<file path="src/rtl/karatsuba_seq_ctrl_pkg.sv">
// Shared definitions for the sequential karatsuba product engine:
// FSM state encoding and width helpers derived from the operand width.
package karatsuba_seq_ctrl_pkg;

   typedef enum logic [2:0] {
      IDLE = 3'd0,
      LO   = 3'd1,
      HI   = 3'd2,
      MID  = 3'd3,
      CMB  = 3'd4,
      DONE = 3'd5
   } state_e;

   localparam int unsigned N_DEFAULT = 16;

   function automatic int unsigned half_w(input int unsigned n);
      return n / 2;
   endfunction

   function automatic int unsigned p_mid_w(input int unsigned n);
      return n + 2;
   endfunction

   function automatic int unsigned m_term_w(input int unsigned n);
      return n + 1;
   endfunction

endpackage

</file>
<file path="src/rtl/karatsuba_seq_ctrl_arith.sv">
// Arithmetic building blocks shared across the codebase: the combinational
// N x N multiplier and a plain WIDTH-bit adder.
module karatsuba #(
   parameter int unsigned N = 8
) (
   input  logic [N-1:0]   a,
   input  logic [N-1:0]   b,
   output logic [2*N-1:0] p
);

   localparam int unsigned PW = 2 * N;

   assign p = PW'(a) * PW'(b);

endmodule

module adder #(
   parameter int unsigned WIDTH = 32
) (
   input  logic [WIDTH-1:0] a,
   input  logic [WIDTH-1:0] b,
   output logic [WIDTH-1:0] s
);

   assign s = a + b;

endmodule

</file>
<file path="src/rtl/karatsuba_seq_ctrl.sv">
// Multi-cycle 2N-bit multiplier: three half-width products through one shared
// karatsuba instance (lo, hi, mid), combined in CMB, held in DONE until taken.
module karatsuba_seq_ctrl
   import karatsuba_seq_ctrl_pkg::*;
#(
   parameter int unsigned N = N_DEFAULT
) (
   input  logic           clk,
   input  logic           rst,
   input  logic           in_valid,
   output logic           in_ready,
   input  logic [N-1:0]   X,
   input  logic [N-1:0]   Y,
   output logic           out_valid,
   input  logic           out_ready,
   output logic [2*N-1:0] Z,
   output logic           busy
);

   localparam int unsigned H        = half_w(N);
   localparam int unsigned P_MID_W  = p_mid_w(N);
   localparam int unsigned M_TERM_W = m_term_w(N);
   localparam int unsigned Z_W      = 2 * N;

   state_e               state_q, state_d;
   logic [N-1:0]         xr_q, xr_d;
   logic [N-1:0]         yr_q, yr_d;
   logic [N-1:0]         p_lo_q, p_lo_d;
   logic [N-1:0]         p_hi_q, p_hi_d;
   logic [P_MID_W-1:0]   p_mid_q, p_mid_d;
   logic [Z_W-1:0]       z_q, z_d;

   logic [H-1:0]         mul_a, mul_b;
   logic [N-1:0]         mul_p;
   logic [H:0]           sx, sy;
   logic [P_MID_W-1:0]   mid_corr;
   logic [M_TERM_W:0]    mterm_ext;
   logic [Z_W-1:0]       z_mid, z_sum;

   assign sx = {1'b0, xr_q[H-1:0]} + {1'b0, xr_q[N-1:H]};
   assign sy = {1'b0, yr_q[H-1:0]} + {1'b0, yr_q[N-1:H]};

   always_comb begin
      mul_a = xr_q[H-1:0];
      mul_b = yr_q[H-1:0];
      case (state_q)
         HI: begin
            mul_a = xr_q[N-1:H];
            mul_b = yr_q[N-1:H];
         end
         MID: begin
            mul_a = sx[H-1:0];
            mul_b = sy[H-1:0];
         end
         default: ;
      endcase
   end

   karatsuba #(.N(H)) u_mul (
      .a (mul_a),
      .b (mul_b),
      .p (mul_p)
   );

   // Restore the carry bits of sx/sy that the half-width multiplier cannot see.
   always_comb begin
      mid_corr = P_MID_W'(mul_p);
      if (sx[H]) mid_corr = mid_corr + P_MID_W'({sy[H-1:0], {H{1'b0}}});
      if (sy[H]) mid_corr = mid_corr + P_MID_W'({sx[H-1:0], {H{1'b0}}});
      if (sx[H] & sy[H]) mid_corr = mid_corr + {2'b01, {N{1'b0}}};
   end

   // One guard bit above the N+1-bit middle term; it stays zero whenever
   // p_mid >= p_lo + p_hi, so a set guard bit flags an arithmetic wrap.
   assign mterm_ext = p_mid_q - P_MID_W'(p_lo_q) - P_MID_W'(p_hi_q);
   assign z_mid     = Z_W'({mterm_ext, {H{1'b0}}});

   adder #(.WIDTH(Z_W)) u_zadd (
      .a ({p_hi_q, p_lo_q}),
      .b (z_mid),
      .s (z_sum)
   );

   always_comb begin
      state_d = state_q;
      xr_d    = xr_q;
      yr_d    = yr_q;
      p_lo_d  = p_lo_q;
      p_hi_d  = p_hi_q;
      p_mid_d = p_mid_q;
      z_d     = z_q;
      case (state_q)
         IDLE: begin
            if (in_valid) begin
               xr_d    = X;
               yr_d    = Y;
               state_d = LO;
            end
         end
         LO: begin
            p_lo_d  = mul_p;
            state_d = HI;
         end
         HI: begin
            p_hi_d  = mul_p;
            state_d = MID;
         end
         MID: begin
            p_mid_d = mid_corr;
            state_d = CMB;
         end
         CMB: begin
            z_d     = z_sum;
            state_d = DONE;
         end
         DONE: begin
            if (out_ready) state_d = IDLE;
         end
         default: state_d = IDLE;
      endcase
   end

   always_ff @(posedge clk or posedge rst) begin
      if (rst) begin
         state_q <= IDLE;
         xr_q    <= '0;
         yr_q    <= '0;
         p_lo_q  <= '0;
         p_hi_q  <= '0;
         p_mid_q <= '0;
         z_q     <= '0;
      end else begin
         state_q <= state_d;
         xr_q    <= xr_d;
         yr_q    <= yr_d;
         p_lo_q  <= p_lo_d;
         p_hi_q  <= p_hi_d;
         p_mid_q <= p_mid_d;
         z_q     <= z_d;
      end
   end

   assign in_ready  = (state_q == IDLE) & ~rst;
   assign out_valid = (state_q == DONE);
   assign busy      = (state_q != IDLE);
   assign Z         = z_q;

endmodule
</file>
<file path="config.mk">
export PLATFORM = sky130hd
export DESIGN_NAME = karatsuba_seq_ctrl
export DESIGN_NICKNAME = d
export VERILOG_FILES = /design/src/rtl/karatsuba_seq_ctrl_pkg.sv /design/src/rtl/karatsuba_seq_ctrl_arith.sv /design/src/rtl/karatsuba_seq_ctrl.sv
export SDC_FILE = /design/constraint.sdc
export NUM_CORES = 1
export LEC_CHECK = 0
export CORE_UTILIZATION = 62
export CTS_BUF_LIST = sky130_fd_sc_hd__clkbuf_4
export DETAILED_ROUTE_END_ITERATION = 16
export PLACE_DENSITY = 0.83
export SYNTH_ARGS = -nofsm -noshare
export SYNTH_HDL_FRONTEND = slang
export SYNTH_SLANG_ARGS = --single-unit
</file>
<file path="constraint.sdc">
create_clock -name clk -period 11.85 [get_ports clk]
set_input_delay 1.185 -clock clk [delete_from_list [all_inputs] [get_ports clk]]
set_output_delay 1.185 -clock clk [all_outputs]
set_load 0.005 [all_outputs]
</file>
==> impl_metrics.json <==
{
  "hold_viol": 0,
  "cts-root-buf": "clkbuf_4",
  "cts_buffer_depth": 2,
  "synth_edf_count": 0,
  "cts_buffers": 17,
  "first_pass_iters": 5,
  "critPathSlowestCell": "fa_1",
  "routed_wl_mm": 24.53,
  "drc_errors": 0,
  "clock_latency_ns": 0.55,
  "crit_top_cell": "fa_1",
  "nets": 1416,
  "numPortBuffers": 70,
  "cap_violations": 0,
  "hp-class": "reg2reg",
  "ys_warn_count": 0,
  "initial_utilization_pct": 64.35,
  "antenna_left": 0,
  "rsz0062_at_grt": "false",
  "synth_top_flop_cell": "dfrtp_1",
  "layout_min_cycle_time_ns": 9.495,
  "gp_congestion": 0.9662,
  "design.core.area_mm2": 0.01606,
  "status": "complete, no violations",
  "ys_ff_latch": 117,
  "max_clock_freq_ghz": 0.1053,
  "wl_per_cell_um": 16.92,
  "dieArea_mm2": 0.01719,
  "synth_top_area_share_pct": 28.33,
  "grt_pass1_wl_mm": 40.45,
  "timing.rr.start": "yr_q[8]",
  "crit_path_end_kind": "flip-flop",
  "via_per_inst": 5.917,
  "cp.arrival_ns": 9.89,
  "cts_sinks": 117,
  "vias": 8579,
  "hold_buffers": 0,
  "cpLargestDelayFamily": "adder cells",
  "max_slew_margin_pct": 30.91,
  "drive_above_1_share_pct": 8.273,
  "num_rows": 46,
  "fin_tns_setup_ns": 0,
  "synth_commonest_cells": "132 x nand2_1, 117 x dfrtp_1, 115 x inv_1, 103 x ha_1, 98 x nor2_1",
  "syn_nets": 1356,
  "die_y_um": 131.1,
  "synth.most_common_cell": "nand2_1",
  "grt-ovfl-total": 0,
  "yosysTopAreaCell": "dfrtp_1",
  "seq_area_frac_synth_pct": 28.33,
  "fin_util_pct": 72.10,
  "fillCellCount": 1246,
  "netlist_instances": 1160,
  "synthArstFlopShare_pct": 100.0,
  "min_period_over_period_pct": 80.13,
  "crit_path_start_kind": "flip-flop",
  "grt_max_degree": 73,
  "r2r_end": "p_mid_q[16]",
  "htree_levels": 4,
  "ys_top_cells_by_area": "dfrtp_1 28%, ha_1 12%, fa_1 11%",
  "antenna_found_initial": 1,
  "syn_avg_cell_area_um2": 8.908,
  "cts_resized": 0,
  "slowest_delay_ns": 0.55,
  "reg2reg_slack_ns": 2.35,
  "cts_tree": "done",
  "syn_to_final_growth_pct": 12.04,
  "critPathCapture": "p_mid_q[16]",
  "synth_cell_types": 63,
  "drv_slew": 0,
  "cp.depth": 36,
  "dp.cells": 1417,
  "grt_usage_pct": 29.42,
  "crit_start": "yr_q[8]",
  "grt_pass1_vias": 8281,
  "netlist_area_mm2": 0.01033,
  "crit_type": "reg2reg",
  "postCtsSetupRepairBufs": 0,
  "cp.required_ns": 12.25,
  "stdcell_count": 1450,
  "tightest_slew_ns": 1.036,
  "dpl.hpwl_mm": 19.04,
  "setup_violations": 0,
  "cts.clk_slew.worst_paths_ns": 0.12,
  "io_pins": 71,
  "path_buf_inv": 4,
  "chipWidth_um": 131.1,
  "drtIter0Drc": 545,
  "critPathMaxFanout": 8,
  "rr_worst_depth": 36,
  "skew_ns": 0.01503
}
[layout by cell type (no fill, tap or decap), types with 8 or more instances in the layout]
cell type        Yosys  final
a211oi_1             9      9
a21o_1              24     24
a21oi_1             74     74
and3_1               8      8
clkbuf_4             0     19
clkdlybuf4s50_1      0     70
dfrtp_1            117    117
fa_1                57     57
ha_1               103    103
inv_1              115    114
mux2_2              37     37
mux2i_1             13     13
nand2_1            132    132
nand2b_1            14     14
nand3_1             17     17
nor2_1              98     98
nor3_1              11     11
o21a_1               9      9
o21ai_0             96     96
o21ai_1              8      8
or2_2               15     15
or3_1               11     11
xnor2_1             29     29
xor2_1              35     35
[worst min path at each step]
stage | slack [ns] | start | depth (start not counted) | to
after floorplan | 0.45 | p_lo_q[0] | 2 | p_lo_q[0]
after global placement | 0.46 | Z[9] | 2 | Z[9]
after detailed placement | 0.46 | Z[1] | 2 | Z[1]
after CTS | 0.49 | Z[1] | 2 | Z[1]
after global routing | 0.51 | Z[18] | 2 | Z[18]
final | 0.49 | Z[13] | 2 | Z[13]
[cell type report]
class                   count  area [µm²]  share of cell area, %
multi-input cells         893        6824                  58.94
diodes                      1       2.502                0.02161
flip-flops and latches    117        2928                  25.29
repair buffers             76       745.7                  6.441
clock inverters            13       230.2                  1.989
well taps                 216       270.3                  2.334
inverters                 115       434.2                  3.750
clock buffers              19       142.6                  1.232
[kinds of logic (layout without fill, tap and decap cells)]
| group | Yosys count | after routing | synth area share [%] |
|---|---|---|---|
| and+or+nand+nor | 337 | 337 | 14.63 |
| xor gates and xnor gates | 64 | 64 | 5.424 |
| DFF | 117 | 117 | 28.33 |
| muxes | 50 | 50 | 5.291 |
| other | 0 | 1 | 0 |
| AOI/OAI and AO/OA | 282 | 282 | 17.18 |
| buffers and inverters | 150 | 223 | 5.630 |
| adders and majority gates | 160 | 160 | 23.51 |
[per-layer routing]
metal | vias to the layer above | global-route usage (%) | routed length [µm]
met5 | - | 0 | 0
met4 | 0 | 12.09 | 752
met3 | 58 | 4.745 | 1249
met2 | 300 | 50.44 | 12090
met1 | 4101 | 36.90 | 10440
li1 | 4120 | - | -
[flip-flops by register name, indices dropped and copies added, names as in the netlist]
signal / cells
xr_q: 16
yr_q: 16
p_lo_q: 16
Z: 32
p_hi_q: 16
p_mid_q: 18
state_q: 3
[worst min-delay path, stage by stage (launching register included)]
cell and delay, ns:
dfrtp_1 0.35, nand2_1 0.05, o21ai_0 0.06
[per-stage QoR]
stage,hold WS (ns),cell area (µm²),setup slack (ns)
after global placement,0.4577,11200,3.022
after floorplan,0.4498,10330,3.621
after detailed placement,0.4627,11200,2.569
after CTS,0.4895,11570,2.497
final,0.4857,11580,2.355
after global routing,0.5085,11580,1.926
Power is left out: the tool's default activity adds up to more than one toggle a clock period on the data nets, which glitch-free logic cannot reach.
